==> src/rtl/apb_core_master_pkg.sv <==
// Shared definitions for the per-core APB3 master bridge.
//   apbm_state_e       : bridge FSM state encodings
//   ERR_RDATA_DEFAULT  : default read data returned when the watchdog fires
//   clog2()            : ceiling log2, used to size the watchdog counter
package apb_core_master_pkg;

    typedef enum logic [1:0] {
        APBM_IDLE   = 2'd0,
        APBM_SETUP  = 2'd1,
        APBM_ACCESS = 2'd2
    } apbm_state_e;

    localparam logic [15:0] ERR_RDATA_DEFAULT = 16'hDEAD;

    function automatic int clog2(input int value);
        int result;
        int rem;
        result = 0;
        rem = value - 1;
        while (rem > 0) begin
            result++;
            rem = rem >> 1;
        end
        return result;
    endfunction

endpackage

==> src/rtl/apb_core_master_if.sv <==
// APB3 bus slice between one core bridge and the interconnect.
//   M_PADDR/M_PWRITE/M_PSELx/M_PENABLE/M_PWDATA : driven by the master
//   M_PRDATA/M_PREADY                           : driven by the slave side
// Modports: master (bridge view), slave (interconnect / bus model view).
interface apb_core_master_if #(
    parameter int BUS_WIDTH  = 16,
    parameter int DATA_WIDTH = 16
);
    logic [BUS_WIDTH-1:0]  M_PADDR;
    logic                  M_PWRITE;
    logic                  M_PSELx;
    logic                  M_PENABLE;
    logic [DATA_WIDTH-1:0] M_PWDATA;
    logic [DATA_WIDTH-1:0] M_PRDATA;
    logic                  M_PREADY;

    modport master (
        output M_PADDR, M_PWRITE, M_PSELx, M_PENABLE, M_PWDATA,
        input  M_PRDATA, M_PREADY
    );

    modport slave (
        input  M_PADDR, M_PWRITE, M_PSELx, M_PENABLE, M_PWDATA,
        output M_PRDATA, M_PREADY
    );
endinterface

==> src/rtl/apb_core_master.sv <==
// Per-core APB3 master bridge. Turns a core load/store request into an APB
// SETUP/ACCESS transfer and returns a one-cycle response. A watchdog ends an
// ACCESS phase that sees no PREADY for TIMEOUT_CYCLES cycles with an error.
// Ports:
//   clk, reset           : clock, synchronous active-high reset
//   req/req_we/req_addr/req_wdata/req_ready : core request handshake
//   rsp_valid/rsp_rdata/rsp_err             : core response
//   apb                  : APB master side (apb_core_master_if.master)
//
// state       | meaning
// APBM_IDLE   | no transfer, req_ready=1
// APBM_SETUP  | PSEL=1, PENABLE=0, one cycle
// APBM_ACCESS | PSEL=1, PENABLE=1, wait for PREADY or watchdog
module apb_core_master
    import apb_core_master_pkg::*;
#(
    parameter int                    BUS_WIDTH      = 16,
    parameter int                    DATA_WIDTH     = 16,
    parameter int                    TIMEOUT_CYCLES = 255,
    parameter logic [DATA_WIDTH-1:0] ERR_RDATA      = DATA_WIDTH'(ERR_RDATA_DEFAULT)
) (
    input  logic                  clk,
    input  logic                  reset,
    input  logic                  req,
    input  logic                  req_we,
    input  logic [BUS_WIDTH-1:0]  req_addr,
    input  logic [DATA_WIDTH-1:0] req_wdata,
    output logic                  req_ready,
    output logic                  rsp_valid,
    output logic [DATA_WIDTH-1:0] rsp_rdata,
    output logic                  rsp_err,
    apb_core_master_if.master     apb
);

    // Width covers 0..TIMEOUT_CYCLES; at least one bit when the watchdog is off.
    localparam int CNT_W_RAW = clog2(TIMEOUT_CYCLES + 1);
    localparam int CNT_W     = (CNT_W_RAW < 1) ? 1 : CNT_W_RAW;
    localparam logic [CNT_W-1:0] CNT_LAST =
        CNT_W'((TIMEOUT_CYCLES == 0) ? 0 : TIMEOUT_CYCLES - 1);
    localparam logic [CNT_W-1:0] CNT_MAX = CNT_W'(TIMEOUT_CYCLES);

    apbm_state_e           state;
    apbm_state_e           state_next;
    logic                  accept;
    logic                  done_ok;
    logic                  done_timeout;
    logic [CNT_W-1:0]      wait_cnt;
    logic [BUS_WIDTH-1:0]  paddr;
    logic                  pwrite;
    logic [DATA_WIDTH-1:0] pwdata;

    always_ff @(posedge clk) begin
        if (reset) begin
            state     <= APBM_IDLE;
            paddr     <= '0;
            pwrite    <= 1'b0;
            pwdata    <= '0;
            wait_cnt  <= '0;
            rsp_valid <= 1'b0;
            rsp_err   <= 1'b0;
            rsp_rdata <= '0;
        end else begin
            state     <= state_next;
            rsp_valid <= done_ok | done_timeout;
            rsp_err   <= done_timeout;

            if (accept) begin
                paddr  <= req_addr;
                pwrite <= req_we;
                pwdata <= req_wdata;
            end

            if (done_ok) begin
                rsp_rdata <= pwrite ? '0 : apb.M_PRDATA;
            end else if (done_timeout) begin
                rsp_rdata <= ERR_RDATA;
            end

            // Saturating counter: cleared on entry to SETUP, never wraps.
            if (accept) begin
                wait_cnt <= '0;
            end else if (state == APBM_ACCESS && !apb.M_PREADY && wait_cnt != CNT_MAX) begin
                wait_cnt <= wait_cnt + 1'b1;
            end
        end
    end

    always_comb begin
        state_next   = state;
        accept       = 1'b0;
        done_ok      = 1'b0;
        done_timeout = 1'b0;
        case (state)
            APBM_IDLE: begin
                if (req) begin
                    accept     = 1'b1;
                    state_next = APBM_SETUP;
                end
            end
            APBM_SETUP: begin
                state_next = APBM_ACCESS;
            end
            APBM_ACCESS: begin
                // PREADY takes priority over a watchdog expiry in the same cycle.
                if (apb.M_PREADY) begin
                    done_ok    = 1'b1;
                    state_next = APBM_IDLE;
                end else if (TIMEOUT_CYCLES != 0 && wait_cnt == CNT_LAST) begin
                    done_timeout = 1'b1;
                    state_next   = APBM_IDLE;
                end
            end
            default: begin
                state_next = APBM_IDLE;
            end
        endcase
    end

    assign req_ready     = (state == APBM_IDLE);
    assign apb.M_PSELx   = (state != APBM_IDLE);
    assign apb.M_PENABLE = (state == APBM_ACCESS);
    assign apb.M_PADDR   = paddr;
    assign apb.M_PWRITE  = pwrite;
    assign apb.M_PWDATA  = pwdata;

endmodule
==> src/flat_wrapper.sv <==
// flat-port wrapper written by rule: the top's interface ports become plain ports
module apb_core_master_flat import apb_core_master_pkg::*;
#(
    parameter int                    BUS_WIDTH      = 16,
    parameter int                    DATA_WIDTH     = 16,
    parameter int                    TIMEOUT_CYCLES = 255,
    parameter logic [DATA_WIDTH-1:0] ERR_RDATA      = DATA_WIDTH'(ERR_RDATA_DEFAULT)
)
  (clk, reset, req, req_we, req_addr, req_wdata, req_ready, rsp_valid, rsp_rdata, rsp_err, apb_M_PADDR, apb_M_PWRITE, apb_M_PSELx, apb_M_PENABLE, apb_M_PWDATA, apb_M_PRDATA, apb_M_PREADY);
  apb_core_master_if #(.BUS_WIDTH(BUS_WIDTH), .DATA_WIDTH(DATA_WIDTH)) apb_i ();
  input  logic clk;
  input  logic reset;
  input  logic req;
  input  logic req_we;
  input  logic [BUS_WIDTH-1:0] req_addr;
  input  logic [DATA_WIDTH-1:0] req_wdata;
  output logic req_ready;
  output logic rsp_valid;
  output logic [DATA_WIDTH-1:0] rsp_rdata;
  output logic rsp_err;
  output wire logic [$bits(apb_i.M_PADDR)-1:0] apb_M_PADDR;
  output wire logic [$bits(apb_i.M_PWRITE)-1:0] apb_M_PWRITE;
  output wire logic [$bits(apb_i.M_PSELx)-1:0] apb_M_PSELx;
  output wire logic [$bits(apb_i.M_PENABLE)-1:0] apb_M_PENABLE;
  output wire logic [$bits(apb_i.M_PWDATA)-1:0] apb_M_PWDATA;
  input wire logic [$bits(apb_i.M_PRDATA)-1:0] apb_M_PRDATA;
  input wire logic [$bits(apb_i.M_PREADY)-1:0] apb_M_PREADY;
  assign apb_M_PADDR = apb_i.M_PADDR;
  assign apb_M_PWRITE = apb_i.M_PWRITE;
  assign apb_M_PSELx = apb_i.M_PSELx;
  assign apb_M_PENABLE = apb_i.M_PENABLE;
  assign apb_M_PWDATA = apb_i.M_PWDATA;
  assign apb_i.M_PRDATA = apb_M_PRDATA;
  assign apb_i.M_PREADY = apb_M_PREADY;
  apb_core_master #(.BUS_WIDTH(BUS_WIDTH), .DATA_WIDTH(DATA_WIDTH), .TIMEOUT_CYCLES(TIMEOUT_CYCLES), .ERR_RDATA(ERR_RDATA)) u_core (.clk(clk), .reset(reset), .req(req), .req_we(req_we), .req_addr(req_addr), .req_wdata(req_wdata), .req_ready(req_ready), .rsp_valid(rsp_valid), .rsp_rdata(rsp_rdata), .rsp_err(rsp_err), .apb(apb_i));
endmodule
==> config.mk <==
export PLATFORM = sky130hd
export DESIGN_NAME = apb_core_master_flat
export DESIGN_NICKNAME = d
export VERILOG_FILES = /design/src/rtl/apb_core_master_pkg.sv /design/src/rtl/apb_core_master_if.sv /design/src/rtl/apb_core_master.sv /design/src/flat_wrapper.sv
export SDC_FILE = /design/constraint.sdc
export NUM_CORES = 1
export LEC_CHECK = 0
export CORE_MARGIN = 5
export CORE_UTILIZATION = 25
export DETAILED_ROUTE_END_ITERATION = 6
export PLACE_DENSITY = 0.61
export SYNTH_ARGS = -nofsm -noshare
export SYNTH_HDL_FRONTEND = slang
export SYNTH_SLANG_ARGS = --single-unit
==> constraint.sdc <==
create_clock -name clk -period 1.8 [get_ports clk]
set_input_delay 0.27 -clock clk [delete_from_list [all_inputs] [get_ports clk]]
set_output_delay 0.27 -clock clk [all_outputs]
set_load 0.005 [all_outputs]
; Yosys cells after proc, flatten, opt, wreduce, memory -nomap -nowiden
; Cells that the tools add are included.
[totals]
reg_bits = 61
wordCells = 38
[classes]
n_addsub = 1
eq_ne = 6
n_mux = 14
bitwise_logic = 1
n_reduce_logical = 8
[ops]
columns = cell, n
row1 = $mux W16, 3
row2 = $add A8 B1 Y8 const B, 1
row3 = $eq A8 B8 Y1 const B, 1
row4 = $ne A8 B8 Y1 const B, 1
row5 = $mux W1, 7
row6 = $mux W2, 3
row7 = $pmux W2 S3, 1
row8 = $reduce_bool A2 Y1, 2
row9 = $ne A3 B1 Y1 const B, 1
row10 = $eq A2 B1 Y1 const B, 1
row11 = $eq A2 B2 Y1 const B, 1
row12 = $logic_and A1 B1 Y1, 2
row13 = $logic_not A2 Y1, 1
row14 = $ne A2 B2 Y1 const B, 1
row15 = $reduce_and A2 Y1, 1
row16 = $reduce_or A2 Y1, 1
row17 = $logic_not A1 Y1, 1
row18 = $or A1 B1 Y1, 1

; Longest topological paths before layout
[depth]
depth_word = 6
depth_mapped = 5
ltp_nobuf = 4

; Worst setup path after synthesis
; OpenSTA, ideal clock, no wires.
[synth_timing]
path_type = register -> register
start = register u_core.state[1]
end = register u_core.rsp_rdata[0]
arrival_time_ns = 1.224
required_ns = 1.705
setup_slack_ns = 0.481
path_stages_with_launch = 4
path_buffers = 0
cell_sequence = dfxtp_1 nor3b_4 nand4_4 a221oi_1
[synth_via]
elab_chain_len = 3
word_cells_on_any_way = 5
[synth_lines]
columns = element, line_no
row1 = start: declaration, apb_core_master.sv:42  ; apbm_state_e state;
row2 = start signal: assignment, apb_core_master.sv:63  ; state <= state_next;
row3 = $eq A2 B2 Y1 (*), apb_core_master.sv:93  ; case (state)
row4 = $mux W1, apb_core_master.sv:93
row5 = $mux W16 / $reduce_bool A2 Y1 (equally long branches), n/a
row6 = end signal: assignment, apb_core_master.sv:74  ; rsp_rdata <= pwrite ? '0 : apb.M_PRDATA;
row7 = end: declaration, apb_core_master.sv:30  ; output logic [DATA_WIDTH-1:0] rsp_rdata,
; Every way passes the cells marked *; elsewhere a longest branch is shown, timed or not.
; A chain may end at the register's enable or synchronous reset.

; Worst setup path in the final report
[layout_timing]
start = register u_core.state[1]
end = output apb_M_PENABLE
[layout_via]
elab_chain_len = 1
[layout_lines]
columns = element, line_no
row1 = $eq A2 B2 Y1, apb_core_master.sv:121  ; assign apb.M_PENABLE = (state == APBM_ACCESS);
row2 = end: declaration, flat_wrapper.sv:24  ; output wire logic [$bits(apb_i.M_PENABLE)-1:0] apb_M_PENABLE;
; No other way between the ends.

==> reports/qor.yml <==
clock-skew-final_ns: 0.00924
ir_worst_vdd_v: 0.000262
synth-main-ff-cell: "dfxtp_1"
drt_iter0_drc: 29
swShare_pct: 23.7
cp-end-kind: "output pin"
async_flop_share_pct: 0
cts.htree.levels: 3
io_pins: 107
startpoint_type: "flip-flop"
ys_warn_count: 0
max_freq_ghz: 0.589
grt_pass1_vias: 2080
ant_nets: 0
synthToLayoutAreaGrowth_pct: 60.6
layout.nets: 378
routed_wl_um: 6450
ctsHoldBuffers: 0
overflow: 0
post_cts.repair.setup_buffers: 0
vias: 2083
yosysSeqAreaShare_pct: 53.1
status: "finished, final reports clean"
critPathSlowestCell: "clkdlybuf4s50_1"
ys_ff_latch: 61
setup_viol: 0
nFillCells: 905
synth_top_family_by_area: "compound AO/OA/AOI/OAI gates"
fp.dieH_um: 106
grt_max_degree: 35
synthMuxAreaShare_pct: 0.435
crit_chain: "nor2b_1 > clkdlybuf4s50_1"
core_sq_um: 9110
hold_class: "flip-flop to flip-flop"
synth_area_per_cell_sq_um: 10.8
grt.total_usage_pct: 11.6
drc: 0
wl_per_cell_um: 14.7
die_w_um: 106
die_area_sq_um: 11200
combPwrFrac_pct: 14.6
critPathMaxStageDelay_ns: 0.52
path_class: "flip-flop to output pin"
clockBufferDepth: 2
syn_inst: 212
post-route-period-util_pct: 94.3
routed_via_density: 4.76
diodes: 0
power_uw: 2910
ctsResizeCount: 2
synth_simple_gate_area_share_pct: 16.8
syn-cell-area_sq_um: 2300
required_ns: 1.53
power_frac_clock_pct: 35.4
leakagePower_uw: 0.00139
yosys.area_share.xor_xnor_pct: 0
cts_tree: "yes"
timing.slew.headroom_pct: 76.0
synth_cell_type_count: 39
routabilityCongestion: 0.777
drive_above_1_share_pct: 10.1
timing.setup.tns_ns: 0
antenna_found_initial: 0
crit_fanout: 9
grt_first_pass_wirelength_um: 10300
period_needed_ns: 1.70
post-route-util_pct: 40.5
syn-num-nets: 267
port_buffers: 106
clock-sinks: 61
finalHoldViolations: 0
arrival_ns: 1.43
switchingPower_uw: 689
cts_made_buffers: 9
clockRootBuffer: "clkbuf_8"
row_count: 35
powerDensity_nw_per_um2: 787
synth-compound-area-share_pct: 24.0
maxSlewViolCount: 0
hpwl_um: 4600
power_frac_seq_pct: 50.1
rsz0062_at_grt: "false"
clkLatencyLatePin_ns: 0.32
maxCapViolCount: 0
tightestPinTransition_ns: 0.360
intPower_uw: 2220
cts.reportedPaths.clkPinSlew_ns: 0.07
dr.pass1.iters: 4
synth-adder-area-share_pct: 1.09
synth_edf_count: 0
floorplan.initialDensity_pct: 25.2
critical path, delay by kind of cell (launching register included):
kind	cells	cell delay, ns
AND/OR/NAND/NOR	1	0.17
flip-flops	1	0.42
buffers and inverters	1	0.52
per-layer routing:
layer	wire length (um)	GRT usage, %
met1	2760	13.3
met5	0	0
met3	453	5.08
met4	70	4.72
met2	3170	19.0
through the flow:
stage / cell area [sq um] / hold slack (ns) / setup slack (ns) / instances
finish: 3690 / 0.472 / 0.102 / 438
detailed placement: 3520 / 0.464 / 0.00325 / 423
floorplan: 2300 / 0.396 / 0.481 / 212
global placement: 3520 / 0.462 / 0.00821 / 423
CTS: 3690 / 0.477 / 0.0115 / 438
global route: 3690 / 0.497 / 0.0273 / 438
area by class of cell:
cell class | count | area (sq um) | share of cell area (%)
flip-flops and latches | 61 | 1220 | 33.2
repair buffers | 115 | 1170 | 31.6
multi-input cells | 130 | 975 | 26.4
well taps | 111 | 139 | 3.76
clock buffers | 10 | 138 | 3.73
clock inverters | 5 | 27.5 | 0.746
inverters | 6 | 22.5 | 0.610
final timing paths:
kind | startpoint | end | slack [ns] | cells past startpoint
setup / recovery | u_core.state[1] | apb_M_PENABLE | 0.10 | 2
hold / removal | u_core.rsp_rdata[12] | u_core.rsp_rdata[12] | 0.47 | 2
setup reg to reg | u_core.wait_cnt[4] | u_core.rsp_rdata[0] | 0.24 | 3
hold reg to reg | u_core.rsp_rdata[12] | u_core.rsp_rdata[12] | 0.47 | 2
cells in the mapped netlist (2+ instances only):
cell type	number	area share, %
a32o_1	5	2.2
inv_1	6	0.98
nand3_1	4	0.87
nor2b_1	2	0.54
a211oi_1	6	2.0
nor3b_1	2	0.65
clkbuf_1	5	0.82
a221oi_1	3	1.1
nor2_1	6	0.98
a22o_1	33	13
o21ai_0	2	0.44
nand4_1	2	0.54
buf_4	3	0.98
buf_2	6	1.3
and3_1	7	1.9
nand2_1	9	1.5
and4_1	3	1.1
nand3b_1	9	2.9
a21oi_1	4	0.87
ha_1	2	1.1
dfxtp_1	61	53
nand2b_1	4	1.1
a31oi_1	12	3.3
cells by family after synthesis:
logic type / after synthesis
adder cells (fa/ha/maj): 2
multiplexers: 1
AO/OA/AOI/OAI: 69
buffers and inverters: 21
flip-flops: 61
AND/OR/NAND/NOR: 58
sequential cells by signal (all words and copies together), names as in the netlist:
| register | count |
|---|---|
| u_core.apb.M_PWRITE | 1 |
| u_core.apb.M_PADDR | 16 |
| u_core.wait_cnt | 8 |
| u_core.apb.M_PWDATA | 16 |
| u_core.rsp_rdata | 16 |
| u_core.rsp_valid | 1 |
| u_core.state | 2 |
| u_core.rsp_err | 1 |
cell usage in the layout (no fill, tap or decap), drive strengths merged, types with 2 or more instances in the layout:
| cell | Yosys | final |
|---|---|---|
| buf | 10 | 9 |
| nor2b | 2 | 2 |
| clkbuf | 5 | 10 |
| and4 | 3 | 3 |
| a32o | 5 | 5 |
| nand2b | 4 | 4 |
| clkinv | 0 | 4 |
| and3 | 7 | 7 |
| a211oi | 6 | 6 |
| nor2 | 7 | 7 |
| a31oi | 12 | 12 |
| clkdlybuf4s50 | 0 | 106 |
| ha | 2 | 2 |
| a221oi | 3 | 3 |
| dfxtp | 61 | 61 |
| o21ai | 2 | 2 |
| a22o | 33 | 33 |
| nand3b | 9 | 9 |
| nand2 | 9 | 9 |
| inv | 6 | 6 |
| nand3 | 4 | 4 |
| a21oi | 5 | 5 |
| or3b | 2 | 2 |
| nor3b | 3 | 3 |
| nand4 | 3 | 3 |
power by group through the flow:
stage	Clock [uW]	Sequential [uW]	Combinational, uW
floorplan	0	1480	133
global placement	0	1480	426
detailed placement	0	1480	430
CTS	1070	1450	431
global route	1140	1460	459
finish	1030	1450	424
Power figures use the tool's default switching activity.
==> variant 1 (same flow settings) <==
`TIMEOUT_CYCLES` is set to 255 in 2 places; all go to 510.
--- a/src/rtl/apb_core_master.sv
+++ b/src/rtl/apb_core_master.sv
@@ -16,7 +16,7 @@
 #(
     parameter int                    BUS_WIDTH      = 16,
     parameter int                    DATA_WIDTH     = 16,
-    parameter int                    TIMEOUT_CYCLES = 255,
+    parameter int                    TIMEOUT_CYCLES = 510,
     parameter logic [DATA_WIDTH-1:0] ERR_RDATA      = DATA_WIDTH'(ERR_RDATA_DEFAULT)
 ) (
     input  logic                  clk,
--- a/src/flat_wrapper.sv
+++ b/src/flat_wrapper.sv
@@ -3,7 +3,7 @@
 #(
     parameter int                    BUS_WIDTH      = 16,
     parameter int                    DATA_WIDTH     = 16,
-    parameter int                    TIMEOUT_CYCLES = 255,
+    parameter int                    TIMEOUT_CYCLES = 510,
     parameter logic [DATA_WIDTH-1:0] ERR_RDATA      = DATA_WIDTH'(ERR_RDATA_DEFAULT)
 )
   (clk, reset, req, req_we, req_addr, req_wdata, req_ready, rsp_valid, rsp_rdata, rsp_err, apb_M_PADDR, apb_M_PWRITE, apb_M_PSELx, apb_M_PENABLE, apb_M_PWDATA, apb_M_PRDATA, apb_M_PREADY);
Function: no difference found for any inputs over 10 cycles, from zero or initial values and one cycle with reset high; that may be too few to reach the edited logic, so the function may still have changed.
==> variant 1 against the unedited design <==
Setup slack worse by 46 ps. Sequential cell count is 1 higher. Area after synthesis is 1.3% lower. Die area is 1.1% lower. Sequential share of layout area is 0.45 points higher. Total power is 1.5% higher. Final area is 0.27% higher. Via count is 0.38% lower. Wire length is 0.53% lower. Clock skew is 1.4 ps lower. Highest routed layer unchanged.
==> variant 1: results (changes against the unedited design) <==
share of cells above drive strength 1 = 11.76% (+1.7 points)
crit path DAT = 1470 ps (+40 ps)
Netlist cell types = 33 (-15%)
fillcell total = 854 (-5.6%)
Place WS = -71.52 ps (-74.76 ps)
DRT iter0 DRCs = 51 (+76%)
WL/cell = 14.32 microns (-2.7%)
drt first pass iters = 4 (unchanged)
number of global-route vias before repair = 2,166 (+4.1%)
leakage = 1.384 nW (-0.59%)
dominant cells by area after synthesis = dfxtp_1, a22o_1, a21oi_1
Via density = 4.632 (-2.6%)
Mapped Avg Cell Area = 10.32 sq um (-4.8%)
Post-synth top cells = dfxtp_1, a22o_1, a21oi_1
syn_nets = 276 (+3.4%)
CP peak stage delay = 490 ps (-30 ps)
Hold Crit Start = u_core.rsp_rdata[3]
Max IR drop VDD = 0.3907 mV (+49%)
largest net degree at the start of global routing = 34 (-2.9%)
status = finished clean
crit-path max FO = 4 (-5)
dpl cell area = 3523 sq um (about the same)
Nets = 393 (+4.0%)
gr usage total = 11.78% (+0.16 points)
global-route wire length before repair = 10,560 microns (+2.2%)
placed cells = 432 (+2.1%)
RD Place Congestion = 0.7408 (-4.7%)
launch point of the worst path = u_core.state[0]
Least-Margin Pin Slew = 470.4 ps (+110.6 ps)
sequential fraction of the synthesis area = 54.69% (+1.6 points)
post-route clock skew = 7.871 ps (-1.373 ps)
critical register-to-register path startpoint = u_core.wait_cnt[0]
total power = 2.949 mW (+1.5%)
initial antenna violation count = 0 (unchanged)
variant 1: changes by cell type after synthesis, sizes merged, moves of 5 or more:
cell    before  now
a21oi        5   25
o21a         0   12
a22oi        0    5
a211oi       6    1
a31oi       12    0
and3         7    1
nand2b       4   11
a32o         5    0
nand3b       9    0
variant 1: per-layer routing:
layer / track usage (%) / part of all wire, % / vias to the layer above
li1: - / - / 1038
met1: 14.02 / 45 / 954
met2: 18.44 / 45 / 75
met3: 5.562 / 8.6 / 8
met4: 4.499 / 1.4 / 0
met5: 0 / 0 / -
variant 1: worst paths after layout:
path                         end  slack, ps  cells past startpoint
max                apb_M_PENABLE         60                      3
max reg2reg   u_core.wait_cnt[6]        190                      6
min          u_core.rsp_rdata[3]        470                      1
min reg2reg  u_core.rsp_rdata[3]        470                      1
variant 1: final cells by class:
cell class / instances / area [sq um] / area share (%)
Sequential cell: 62 / 1244 / 33.60
Timing Repair Buffer: 120 / 1191 / 32.18
Multi-Input combinational cell: 139 / 957.2 / 25.86
Clock buffer: 12 / 145.1 / 3.922
Tap cell: 108 / 135.1 / 3.651
Inverter: 5 / 18.77 / 0.5071
Clock inverter: 2 / 10.01 / 0.2705
variant 1: timing repair:
item | CTS | global route
setup endpoints to repair | 1 | 12
hold endpoints to repair | 0 | 0
buffers inserted | 1 | 1
resized for setup | 3 | 1
gates cloned | 0 | 0
variant 1: worst reg2reg max path: cells and delay by family (launching register included):
kind	cells	cell delay, ps
simple gates	2	610
flops	1	400
compound gates	2	280
fa+ha+maj	1	200
buf+inv	1	70
variant 1: through the flow:
stage | setup TNS, ps | hold slack (ps)
floorplan | 0 | 345.7
global placement | -418.3 | 447.4
finish | 0 | 471.5
detailed placement | -788.8 | 463.5
global route | 0 | 491.7
CTS | 0 | 474.7
variant 1: kinds of logic (layout without fill, tap and decap cells):
kind of cell / after synthesis / count (layout) / share of synthesized area (%)
and+or+nand+nor: 51 / 51 / 12.85
DFF: 62 / 62 / 54.69
xor gates and xnor gates: 1 / 1 / 0.3860
buffers and inverters: 19 / 139 / 3.583
adders and majority gates: 3 / 3 / 1.654
AOI/OAI and AO/OA: 84 / 84 / 26.85
variant 1: report_power, final:
group          leakage [nW]  switching (mW)  internal [mW]  total (mW)
Clock                0.0821           0.487          0.518        1.00
Combinational         0.795           0.155          0.307       0.462
Sequential            0.507          0.0404           1.44        1.48
Total                  1.38           0.682           2.27        2.95
==> variant 2 (same settings) <==
Made on the original files. Reset style: asynchronous (`reset`), changed in one clocked block. Comments in the files are not updated.
--- a/src/rtl/apb_core_master.sv
+++ b/src/rtl/apb_core_master.sv
@@ -49,7 +49,7 @@
     logic                  pwrite;
     logic [DATA_WIDTH-1:0] pwdata;
 
-    always_ff @(posedge clk) begin
+    always_ff @(posedge clk or posedge reset) begin
         if (reset) begin
             state     <= APBM_IDLE;
             paddr     <= '0;
Formal check against the unedited RTL: differs if reset is asserted again (counterexample within 4 cycles, from zero or initial values and one cycle with reset high); with reset held inactive, the same outputs for 10 cycles.
==> variant 2 against the unedited design <==
Core utilization down 0.64 points. Synthesized cell count up 25%. Area after synthesis up 15%. Sequential cell count unchanged. Wire length up 7.2%. Final area up 12%. Setup slack worse by 37 ps. Largest cell class unchanged. Highest routed layer unchanged.
Power is not compared: it rests on default switching activity, and its combinational part moved more than twofold at a synthesized area within 25%.
==> variant 2: results (changes against the unedited design) <==
status = finished clean
DRT iter0 DRCs = 96 (+230%)
Nets = 432 (+14%)
DP Wirelength = 4868 microns (+5.8%)
fillcell total = 1,031 (+14%)
sequential fraction of the synthesis area = 57.77% (+4.6 points)
Worst Reg-to-Reg Cells = 5 (+2)
Netlist cell types = 34 (-13%)
largest net degree at the start of global routing = 42 (+20%)
crit-path max FO = 4 (-5)
Synth async-reset ratio = 100.0% (+100 points)
dominant cells by area after synthesis = dfrtp_1, nand2_1, a2bb2oi_2
RD Place Congestion = 0.7426 (-4.5%)
Hold/Removal Path Class = in2async
Top FF cell, synth = dfrtp_1
Via density = 4.166 (-12%)
Post-synth top cells = nand2_1, dfrtp_1, nand2b_1
number of global-route vias before repair = 2,360 (+13%)
WL/cell = 13.38 microns (-9.2%)
Least-Margin Pin Slew = 472.3 ps (+112.5 ps)
critical register-to-register path startpoint = u_core.state[0]
syn_nets = 320 (+20%)
gr usage total = 11.30% (-0.32 points)
post-route clock skew = 7.935 ps (-1.310 ps)
die footprint = 12,730 sq um (+14%)
crit path DAT = 1460 ps (+30 ps)
dpl cell area = 3879 sq um (+10%)
CP peak stage delay = 480 ps (-40 ps)
share of cells above drive strength 1 = 10.50% (+0.41 points)
variant 2: path summary, 6_finish.rpt:
path / end / slack, ps
hold / removal: u_core.rsp_rdata[11] / 290
setup / recovery: apb_M_PENABLE / 70
hold reg to reg: u_core.apb.M_PWDATA[14] / 470
setup reg to reg: u_core.wait_cnt[7] / 190
max in group asynchronous: u_core.apb.M_PADDR[8] / 1000
min in group clk: u_core.apb.M_PWDATA[14] / 460
variant 2: power breakdown:
part           total, mW  switching (mW)  internal [mW]
Combinational       2.75            1.08           1.66
Sequential          2.33           0.379           1.95
Clock               1.39           0.536          0.852
variant 2: final cells by class:
| type | instances | area, sq um | share of cell area [%] |
|---|---|---|---|
| Timing Repair Buffer | 115 | 1166 | 28.32 |
| Tap cell | 136 | 170.2 | 4.132 |
| Clock inverter | 3 | 68.82 | 1.671 |
| Multi-Input combinational cell | 183 | 1005 | 24.40 |
| Clock buffer | 12 | 155.1 | 3.768 |
| Inverter | 7 | 26.28 | 0.6381 |
| Sequential cell | 61 | 1526 | 37.07 |
variant 2: timing repair:
action,in CTS,in global routing
gates resized for setup,1,1
setup endpoints to repair,2,1
setup buffers,1,0
hold endpoints to repair,0,0
variant 2: kinds of logic after synthesis:
family	Yosys count	share of synthesized area, %
buffers and inverters	21	4.498
AND/OR/NAND/NOR	150	24.72
flip-flops	61	57.77
AO/OA/AOI/OAI	30	11.70
adder cells (fa/ha/maj)	2	0.9468
multiplexers	1	0.3788
variant 2: stage by stage:
stage	cells	setup slack, ps	power, mW
2_1_floorplan	265	16.96	3.505
3_3_place_gp	501	149.2	5.068
3_5_place_dp	501	111.3	5.122
4_1_cts	517	43.45	6.575
5_1_grt	517	1.227	6.964
6_report	517	65.54	6.466
variant 2: metal layers:
| metal | GRT usage [%] | up-vias | part of all wire (%) |
|---|---|---|---|
| li1 | - | 1083 | - |
| met1 | 13.61 | 980 | 44 |
| met2 | 17.93 | 86 | 45 |
| met3 | 5.615 | 5 | 11 |
| met4 | 3.125 | 0 | 0.71 |
| met5 | 0 | - | 0 |
